**config.mk**
```make
export PLATFORM = sky130hd
export DESIGN_NAME = noc_rx_deframer
export DESIGN_NICKNAME = d
export VERILOG_FILES = /design/src/rtl/noc_rx_deframer.sv
export SDC_FILE = /design/constraint.sdc
export NUM_CORES = 1
export LEC_CHECK = 0
export BUFFER_PORTS_ARGS = -buffer_cell sky130_fd_sc_hd__buf_2
export CAP_MARGIN = 30
export CELL_PAD_IN_SITES_DETAIL_PLACEMENT = 1
export CELL_PAD_IN_SITES_GLOBAL_PLACEMENT = 1
export CORE_ASPECT_RATIO = 0.9
export CORE_UTILIZATION = 53
export DETAILED_ROUTE_END_ITERATION = 16
export PLACE_DENSITY_LB_ADDON = 0.25
export SYNTH_ARGS = -nofsm -noshare
export SYNTH_HDL_FRONTEND = slang
export SYNTH_SLANG_ARGS = --single-unit
```
**constraint.sdc**
```tcl
create_clock -name clk -period 6.2 [get_ports clk]
set_input_delay 1.24 -clock clk [delete_from_list [all_inputs] [get_ports clk]]
set_output_delay 1.24 -clock clk [all_outputs]
set_load 0.1 [all_outputs]
```
**src/rtl/noc_rx_deframer.sv**
```systemverilog
// noc_rx_deframer: parses NOC header/payload bytes, packs payload into 32-bit LE words and queues them.
// Define NOC_RX_DEST_FILTER_EN to drop packets whose destination differs from DEV_ID.
module noc_rx_deframer #(
   parameter int         FIFO_DEPTH = 8,
   parameter logic [3:0] DEV_ID     = 4'h0
) (
   input  logic        clk,
   input  logic        reset,
   input  logic        noc_to_dev_ctl,
   input  logic [7:0]  noc_to_dev_data,
   output logic        out_valid,
   input  logic        out_ready,
   output logic [31:0] out_data,
   output logic [3:0]  out_be,
   output logic        out_sop,
   output logic        out_eop,
   output logic        out_err,
   output logic [15:0] rx_pkt_cnt,
   output logic [7:0]  drop_cnt,
   output logic [7:0]  err_cnt
);
   localparam int AW = $clog2(FIFO_DEPTH);
   typedef enum logic [1:0] {IDLE, PAYLOAD, DROP} state_t;
   state_t        state_q, state_d;
   logic          in_vld_q, in_ctl_q;
   logic [7:0]    in_data_q;
   logic [3:0]    rem_q, rem_d;
   logic [1:0]    lane_q, lane_d;
   logic [31:0]   word_q, word_d, word_nx;
   logic          first_q, first_d;
   logic [38:0]   mem_q [FIFO_DEPTH];
   logic [AW-1:0] wr_q, wr_d, rd_q, rd_d;
   logic [AW:0]   cnt_q, cnt_d;
   logic [AW+1:0] occ;
   logic [15:0]   rx_q, rx_d;
   logic [7:0]    drop_q, drop_d, err_q, err_d;
   logic [2:0]    nb, need;
   logic [38:0]   push_entry;
   logic          push, push_last, push_err, hdr, pop, filt, admit;
   logic          rx_inc, drop_inc, err_inc;
`ifdef NOC_RX_DEST_FILTER_EN
   assign filt = in_data_q[7:4] != DEV_ID;
`else
   logic unused_dev_id;
   assign unused_dev_id = ^DEV_ID;
   assign filt = 1'b0;
`endif
   assign pop   = out_valid & out_ready;
   assign need  = {1'b0, in_data_q[3:2]} + {2'b00, |in_data_q[1:0]};
   // A truncation push in this cycle already occupies a slot the new header cannot claim.
   assign occ   = {1'b0, cnt_q} + (AW+2)'(push) + (AW+2)'(need);
   assign admit = occ <= (AW+2)'(FIFO_DEPTH);
   always_comb begin
      state_d   = state_q;
      rem_d     = rem_q;
      lane_d    = lane_q;
      word_d    = word_q;
      first_d   = first_q;
      push      = 1'b0;
      push_last = 1'b0;
      push_err  = 1'b0;
      hdr       = 1'b0;
      rx_inc    = 1'b0;
      drop_inc  = 1'b0;
      err_inc   = 1'b0;
      nb        = {1'b0, lane_q};
      word_nx   = word_q | ({24'd0, in_data_q} << {lane_q, 3'b000});
      if (in_vld_q && in_ctl_q) begin
         hdr       = 1'b1;
         push      = state_q == PAYLOAD;
         push_last = push;
         push_err  = push;
         err_inc   = push;
      end else if (in_vld_q) begin
         if (state_q == IDLE)
            err_inc = 1'b1;
         else if (state_q == DROP) begin
            rem_d   = rem_q - 4'd1;
            state_d = (rem_q == 4'd1) ? IDLE : DROP;
         end else begin
            rem_d     = rem_q - 4'd1;
            lane_d    = lane_q + 2'd1;
            word_d    = word_nx;
            nb        = {1'b0, lane_q} + 3'd1;
            push      = lane_q == 2'd3 || rem_q == 4'd1;
            push_last = rem_q == 4'd1;
            if (push) begin
               lane_d  = 2'd0;
               word_d  = 32'd0;
               first_d = 1'b0;
            end
            state_d = push_last ? IDLE : PAYLOAD;
         end
      end
      if (hdr) begin
         state_d = IDLE;
         lane_d  = 2'd0;
         word_d  = 32'd0;
         first_d = 1'b1;
         rem_d   = in_data_q[3:0];
         if (filt)
            state_d = (in_data_q[3:0] != 4'd0) ? DROP : IDLE;
         else if (in_data_q[3:0] == 4'd0)
            rx_inc = 1'b1;
         else if (admit) begin
            state_d = PAYLOAD;
            rx_inc  = 1'b1;
         end else begin
            state_d  = DROP;
            drop_inc = 1'b1;
         end
      end
      push_entry = {push_err, push_last, first_q, ~(4'hF << nb), hdr ? word_q : word_nx};
      wr_d   = wr_q + AW'(push);
      rd_d   = rd_q + AW'(pop);
      cnt_d  = cnt_q + (AW+1)'(push) - (AW+1)'(pop);
      rx_d   = rx_q + 16'(rx_inc);
      drop_d = drop_q + 8'(drop_inc && drop_q != 8'hFF);
      err_d  = err_q + 8'(err_inc && err_q != 8'hFF);
   end
   always_ff @(posedge clk or negedge reset) begin
      if (!reset) begin
         in_vld_q  <= 1'b0;
         in_ctl_q  <= 1'b0;
         in_data_q <= 8'd0;
         state_q   <= IDLE;
         rem_q     <= 4'd0;
         lane_q    <= 2'd0;
         word_q    <= 32'd0;
         first_q   <= 1'b1;
         wr_q      <= '0;
         rd_q      <= '0;
         cnt_q     <= '0;
         rx_q      <= 16'd0;
         drop_q    <= 8'd0;
         err_q     <= 8'd0;
      end else begin
         in_vld_q  <= 1'b1;
         in_ctl_q  <= noc_to_dev_ctl;
         in_data_q <= noc_to_dev_data;
         state_q   <= state_d;
         rem_q     <= rem_d;
         lane_q    <= lane_d;
         word_q    <= word_d;
         first_q   <= first_d;
         wr_q      <= wr_d;
         rd_q      <= rd_d;
         cnt_q     <= cnt_d;
         rx_q      <= rx_d;
         drop_q    <= drop_d;
         err_q     <= err_d;
      end
   end
   always_ff @(posedge clk) begin
      if (push) mem_q[wr_q] <= push_entry;
   end
   assign out_valid = cnt_q != '0;
   assign {out_err, out_eop, out_sop, out_be, out_data} = out_valid ? mem_q[rd_q] : 39'd0;
   assign rx_pkt_cnt = rx_q;
   assign drop_cnt   = drop_q;
   assign err_cnt    = err_q;
endmodule

```
== Yosys cells after proc, flatten, opt, wreduce, memory -nomap -nowiden ==
Memories as Yosys holds them, arrays and structs flattened.
Cells that the tools add are included.
Cells by class
  shift-type cells: 2
  add/sub/neg operators: 13
  equal/unequal tests: 9
  multiplexer cells: 58
  bitwise operators: 3
  $lt $le $gt $ge: 1
  reductions and logical operators: 13
Operator list (count)
  $mux 32: 7
  $mux 39: 1
  $or 32x32->32: 1
  $shl 8x5->32: 1
  $mux 1: 28
  $mux 2: 14
  $add 16x1->16: 1
  $add 8x1->8: 2
  $mux 4: 4
  $ne 8x8->1 const B: 2
  $mux 3: 4
  $add 3x1->3: 2
  $ne 2x2->1 const B: 3
  $add 4x1->5: 1
  $add 5x3->5: 1
  $le 5x4->1 const B: 1
  $reduce_and 5->1: 1
  $add 4x1->4: 1
  $eq 2x2->1 const B: 2
  $eq 4x1->1 const B: 1
  $logic_not 4->1: 1
  $not 4->4: 1
  $reduce_and 4->1: 1
  $reduce_bool 2->1: 2
  other kinds (14): 16
Word-level totals
  bits of input ports: 12
  memories: 1
  memory bits (writable): 312
  output and inout port bits: 72
  register bits: 93
Memories
  mem_q: depth 8, width 39, rd ports 1, clocked after memory_dff 0, write ports 1, line 31  | logic [38:0] mem_q [FIFO_DEPTH];

== Longest topological paths before layout ==
Gate-level depths: netlist of run 1.
  depth after elaboration: 14
  mapped depth: 16
  mapped depth without buffers: 15

== Worst setup path before layout of run 1 ==
Ideal clock, no wire load.
  path type: register -> register
  start: register rem_q[1]
  end: memory mem_q[0][0], enable pin
  clock period less this slack: 4456 ps
  path buffers: 0
  library setup time: 484 ps
  data required time: 5716 ps
  arrival time: 3972 ps
  stages on the path, launching flop included: 7
  setup slack: 1744 ps
  path through: dfrtp_1 -> inv_1 -> ha_1 -> or3b_1 -> o211ai_2 -> nand2b_1 -> nor3_1
Between the ends
  longest elaborated chain between the ends: 8
Ends and longest elaborated chain
  from (decl): line 27  | logic [3:0] rem_q, rem_d;
  from (signal assigned): line 142  | rem_q <= rem_d;
  $eq 4x1->1: line 85  | push = lane_q == 2'd3 || rem_q == 4'd1;
  $logic_or 1x1->1: line 85
  $mux 1: line 77  | else if (state_q == DROP) begin
  $mux 1: line 75  | if (state_q == IDLE)
  $mux 1: line 74  | end else if (in_vld_q) begin
  $mux 1: line 68  | if (in_vld_q && in_ctl_q) begin
  $mux 1: line 155  | if (push) mem_q[wr_q] <= push_entry;
  $mux 1 (implied by the code): line 155
  to (decl): line 31
Every way passes these cells.

== Final worst setup path of run 1 ==
  start: register rd_q[0]
  end: output out_data[30]
Between the ends
  longest elaborated chain between the ends: 2
Ends and longest elaborated chain
  from (decl): line 32  | logic [AW-1:0] wr_q, wr_d, rd_q, rd_d;
  from (signal assigned): line 147  | rd_q <= rd_d;
  $mem_v2 8x39
  $mux 39: line 158  | assign {out_err, out_eop, out_sop, out_be, out_data} = out_valid ? mem_q[rd_q] : 39'd0;
  to (decl): line 13  | output logic [31:0] out_data,
Every way passes these cells.

==> flow_summary_export.csv, run 1 <==
group,metric,value,unit
run_status,outcome,"finished, final reports clean",
floorplanning,rows,60,
logic_synthesis,synth_cell_types,49,
placement,io_buffers,83,
timing,tns,0,ps
timing,skew,19.03,ps
routing,drt-total-wl,36270,um
logic_synthesis,synth_seq_cells,405,
floorplanning,dieArea,0.03128,mm2
floorplanning,die_w,186.3,um
logic_synthesis,yosysMostFrequentCell,"edfxtp_1",
logic_synthesis,syn_avg_cell_area,17.73,um2
cells_and_area,antenna_cells,0,
routing,first_pass_iters,5,
floorplanning,start_util,0.5410,
cells_and_area,area_delta_synth_final,13.71,%
timing,worst_pin_slew,985.5,ps
clock_tree,htree_levels,2,
routing,vias,8561,
cells_and_area,nets,1048,
cells_and_area,layout-drive-gt1-share,0.2474,
placement,gp_congestion,0.7377,
clock_tree,cts_buffer_depth,3,
clock_tree,clk_pin_slew,60,ps
setup_path,path_max_fanout,43,
timing,setup_viol,0,
logic_synthesis,syn_inst,914,
placement,place_worst_setup_slack,2145,ps
logic_synthesis,synthTopCellsByCount,"edfxtp_1 (312), nor2_1 (95), dfrtp_1 (92)",
routing,drcViolationCount,0,
routing,routedWlPerCell,25.08,um
timing,period_share,0.7250,
setup_path,worstReg2RegStart,"in_data_q[2]$_DFF_PN0_",
setup_path,startpoint_type,"register",
floorplanning,core_region_area,0.02995,mm2
logic_synthesis,yosys.area.top_type,"edfxtp_1",
worst_hold_path,hp-class,"reg2reg",
setup_path,crit_path_end_kind,"primary output",
setup_path,crit_type,"reg2out",
clock_tree,cts_hold_buf,0,
setup_path,cp.arrival,3250,ps
logic_synthesis,ys_warn_count,0,
logic_synthesis,netlist_area,0.01621,mm2
logic_synthesis,yosysSeqAreaShare,0.7218,
routing,avgViaCountPerCell,5.920,
placement,dpl.hpwl,20570,um
logic_synthesis,synth_top_flop_cell,"edfxtp_1",
timing,fmax,222.5,MHz
logic_synthesis,synth_area_leaders,"edfxtp_1 (58%), dfrtp_1 (14%), mux4_2 (11%), mux2i_1 (2.4%), nor2_1 (2.2%)",
grt,grtUsageTotal,0.2404,
clock_tree,numCtsBuffers,40,
setup_path,worst_path_max_delay_cell,"dfrtp_4",
setup_path,ff2ff_setup_slack,2110,ps
timing,hold_violations,0,
run,maxCapViolations,0,
setup_path,cp-startpoint,"rd_q[0]$_DFF_PN0_",
floorplanning,die_h,167.9,um
worst_hold_path,worstHoldStart,"drop_cnt[4]$_DFF_PN0_",
setup_path,crit_chain,"buf_4, mux4_2, mux2i_1, nor2_1, buf_2",
logic_synthesis,synth_nets,951,
clock_tree,clock_latency,540,ps
timing,slew_headroom,0.3380,
setup_path,r2r.worst_path.cells,14,
clock_tree,cts_tree,"yes",
logic_synthesis,synthArstFlopShare,0.2296,
grt,first_global_vias,9312,
setup_path,cp.required,4960,ps
timing,setup_ws,1705,ps
timing,final_max_slew_viol_count,0,
worst_hold_path,whs_path_depth,1,
timing,rsz0062_at_grt,"false",
logic_synthesis,synth-edff-count,312,
grt,grt_start_max_net_pins,56,
routing,drtIter0Drc,711,
routing,ant_nets,0,
setup_path,crit_path_max_incr_delay,1010,ps
grt,grt_pass1_wl,56190,um
clock_tree,cts_root_buffer,"clkbuf_16",
grt,overflow,0,
grt,antenna_found_initial,0,
clock_tree,clock_sinks,405,
floorplanning,ios,84,
clock_tree,post_cts_buffers,0,
timing,min_period,4495,ps
clock_tree,cts_resized,0,
logic_synthesis,synth_top_area_share,0.5781,
## cells in the final DEF (no fill, tap or decap), types with 14 or more instances in the layout
cell type	n
edfxtp_1	312
nor2_1	89
dfrtp_1	89
buf_2	82
mux4_2	78
clkbuf_16	45
mux2i_1	39
a21oi_1	39
a21o_1	33
inv_1	24
xnor2_1	23
ha_1	22
nand2_1	19
nand3_1	14
buf_4	14
## state kept, by name, indices dropped and copies added (netlist names)
signal and flops:
mem_q 312, cnt_q 4, rx_pkt_cnt 16, rem_q 4, in_data_q 8, word_q 32, state_q 2, wr_q 3
err_cnt 8, first_q 1, in_ctl_q 1, in_vld_q 1, lane_q 2, rd_q 3, drop_cnt 8
## metrics by stage
stage / cell area, um2 / utilization / std cells / hold WS, ps
global placement: 17060 / 0.5696 / 1369 / 471.2
global route: 18430 / 0.6152 / 1446 / 502.4
floorplan: 16210 / - / 914 / 464.3
CTS: 18420 / 0.6150 / 1445 / 491.4
finish: 18430 / 0.6152 / 1446 / 490.3
detailed placement: 17100 / 0.5709 / 1371 / 480.3
## layer usage
layer | track usage | part of all wire
met5 | 0 | 0
met4 | 0.06863 | 0.022
met1 | 0.3325 | 0.43
met2 | 0.4022 | 0.50
met3 | 0.03523 | 0.047
## worst max-delay path: cells and delay by family, from the launching register on
kind          cells  cell delay, ps
simple gates      1              60
flops             1            1010
mux               2             790
buf+inv           2             810
## layout make-up
| type | instances | area (um2) |
|---|---|---|
| inverter | 24 | 90.09 |
| multi-input combinational | 441 | 4245 |
| sequential | 405 | 11710 |
| clock inverter | 15 | 110.1 |
| fill | 2650 | 11530 |
| tap | 403 | 504.2 |
| clock buffer | 59 | 1209 |
| timing repair buffer | 99 | 563.0 |
## worst paths after layout
kind / endpoint
max in group asynchronous: word_q[2]$_DFFE_PN0P_
hold reg to reg: drop_cnt[4]$_DFF_PN0_
setup reg to reg: rx_pkt_cnt[14]$_DFF_PN0_
min in group asynchronous: rx_pkt_cnt[7]$_DFF_PN0_
setup / recovery: out_data[30]
hold / removal: drop_cnt[4]$_DFF_PN0_
## cell families (layout without fill, tap and decap cells)
group,count (synthesis),in the layout,share of synthesized area
XOR/XNOR,32,32,0.01729
AO/OA/AOI/OAI,97,97,0.03922
flip-flops,405,405,0.7218
other,1,1,0.0002314
multiplexers,117,117,0.1325
AND/OR/NAND/NOR,169,169,0.04787
adder cells (fa/ha/maj),25,25,0.02069
buffers and inverters,68,197,0.02038
Power of run 1 is not shown: default switching activity piles up to over one toggle a cycle in this logic, so the estimate is an artifact.
==> inputs of run 2 (changes only) <==
- CORE_UTILIZATION: 53 -> 47
- clock period: 6.2 -> 3.83 ns (I/O delays scaled with it)
==> flow_summary_export.csv, run 2 (same netlist as run 1, synthesis figures left out) <==
group,metric,value,unit
floorplanning,core_region_area,0.03395,mm2
routing,avgViaCountPerCell,5.516,
setup_path,path_buf_inv,1,
clock_tree,clock_latency,530,ps
placement,dpl.hpwl,21010,um
grt,grtUsageTotal,0.2084,
routing,drtIter0Drc,568,
setup_path,crit_path_end_kind,"register",
floorplanning,ios,84,
run,maxCapViolations,0,
setup_path,worst_path_most_repeated_cell,"ha_2",
routing,vias,8396,
worst_hold_path,hp-class,"in2async",
setup_path,r2r.worst_path.cells,15,
floorplanning,start_util,0.4773,
clock_tree,numCtsBuffers,42,
setup_path,startpoint_type,"register",
floorplanning,dieArea,0.03523,mm2
cells_and_area,largest_reg_flops,312,
grt,grt-busiest-layer,"met2",
timing,hold_violations,0,
routing,first_pass_iters,6,
cells_and_area,largest_register,"mem_q",
grt,antenna_found_initial,0,
routing,drcViolationCount,0,
setup_path,worst_path_max_delay_cell,"fa_1",
grt,grt_use_met3,0.02647,
clock_tree,htree_levels,2,
clock_tree,cts_tree,"yes",
cells_and_area,antenna_cells,0,
timing,setup_ws,185.0,ps
cells_and_area,fillers,3172,
setup_path,ff2ff_setup_slack,190,ps
grt,grtUsageMet1,0.2908,
routing,ant_nets,0,
cells_and_area,multiInputGateArea,0.004284,mm2
cells_and_area,fin_cells,1522,
setup_path,cpLargestDelayFamily,"adder cells",
floorplanning,die_h,178.2,um
placement,place_worst_setup_slack,17.88,ps
timing,setup_viol,0,
cells_and_area,layout_common_cells,"edfxtp_1 (312), nor2_1 (89), dfrtp_1 (89), buf_2 (82), mux4_2 (78)",
cells_and_area,nets,1064,
timing,slew_headroom,0.3239,
setup_path,crit_path_max_incr_delay,450,ps
timing,skew,13.27,ps
timing,fmax,274.4,MHz
grt,grt_start_max_net_pins,70,
cells_and_area,area_delta_synth_final,15.39,%
placement,io_buffers,83,
timing,final_max_slew_viol_count,0,
timing,worst_pin_slew,1006,ps
setup_path,worstSetupPathDepth,15,
setup_path,crit_type,"reg2reg",
floorplanning,rows,64,
run_status,outcome,"finished, final reports clean",
grt,grtUsageMet2,0.3471,
placement,gp_congestion,0.7269,
placement,dp.cells,1445,
routing,drt-total-wl,35170,um
clock_tree,clk_pin_slew,60,ps
grt,first_global_vias,9103,
clock_tree,clock_sinks,405,
setup_path,path_max_fanout,4,
timing,period_share,0.9517,
setup_path,crit_chain,"inv_1, ha_1, or3b_1, o211ai_2, ha_2, fa_1, a2111oi_2, or2_2, a221oi_2, a21oi_2, ha_2, ha_2, nand3_2, nor3_2, xor2_1",
cells_and_area,regArea,0.01171,mm2
grt,grt_pass1_wl,54300,um
cells_and_area,final_common_cell,"edfxtp_1",
setup_path,cp.required,4300,ps
clock_tree,cts_buffer_depth,3,
setup_path,cp.arrival,4110,ps
cells_and_area,finish.utilization,0.5507,
grt,overflow,0,
cells_and_area,layout-drive-gt1-share,0.2604,
clock_tree,cts_root_buffer,"clkbuf_16",
routing,routedWlPerCell,23.11,um
timing,min_period,3645,ps
floorplanning,die_w,197.7,um
==> run 2: cell count changes in the layout (fill, tap and decap cells not counted), moves of 4 or more <==
cell,delta
buf_12,+4
buf_4,+11
clkbuf_8,+4
clkinv_2,-7
clkbuf_1,+6
==> run 2: area by class of cell <==
type | count | area share
Clock inverter | 8 | 0.001940
Timing Repair Buffer | 113 | 0.03841
Multi-Input combinational cell | 441 | 0.2291
Tap cell | 462 | 0.03091
Sequential cell | 405 | 0.6260
Clock buffer | 69 | 0.06879
Inverter | 24 | 0.004818
==> run 2: path summary, 6_finish.rpt <==
check,from,to
worst max-delay path,rem_q[1]$_DFFE_PN0P_,rx_pkt_cnt[10]$_DFF_PN0_
worst min-delay path,reset,rx_pkt_cnt[5]$_DFF_PN0_
worst max register to register,rem_q[1]$_DFFE_PN0P_,rx_pkt_cnt[10]$_DFF_PN0_
worst min register to register,rx_pkt_cnt[15]$_DFF_PN0_,rx_pkt_cnt[15]$_DFF_PN0_
max in group asynchronous,reset,word_q[21]$_DFFE_PN0P_
min in group clk,noc_to_dev_data[7],in_data_q[7]$_DFF_PN0_
==> run 2: per-layer routing <==
layer | vias to the layer above | wire length, um
li1 | 3741 | -
met1 | 4424 | 15910
met2 | 180 | 17250
met3 | 51 | 1264
met4 | 0 | 753
met5 | - | 0
==> run 2: timing repair <==
action / in CTS / in global routing
resized for setup: 0 / 10
setup buffers: 0 / 0
endpoints found under the setup margin: 0 / 11
hold buffers: 0 / 0
==> run 2: stage by stage <==
stage | setup TNS, ps | hold slack, ps | cell area [um2]
global placement | 0 | 470.0 | 17340
detailed placement | 0 | 477.6 | 17340
CTS | 0 | 315.9 | 18670
floorplan | 0 | 464.3 | 16220
global route | -63.40 | 331.9 | 18700
finish | 0 | 336.5 | 18700
Power of run 2 is left out for the same reason.
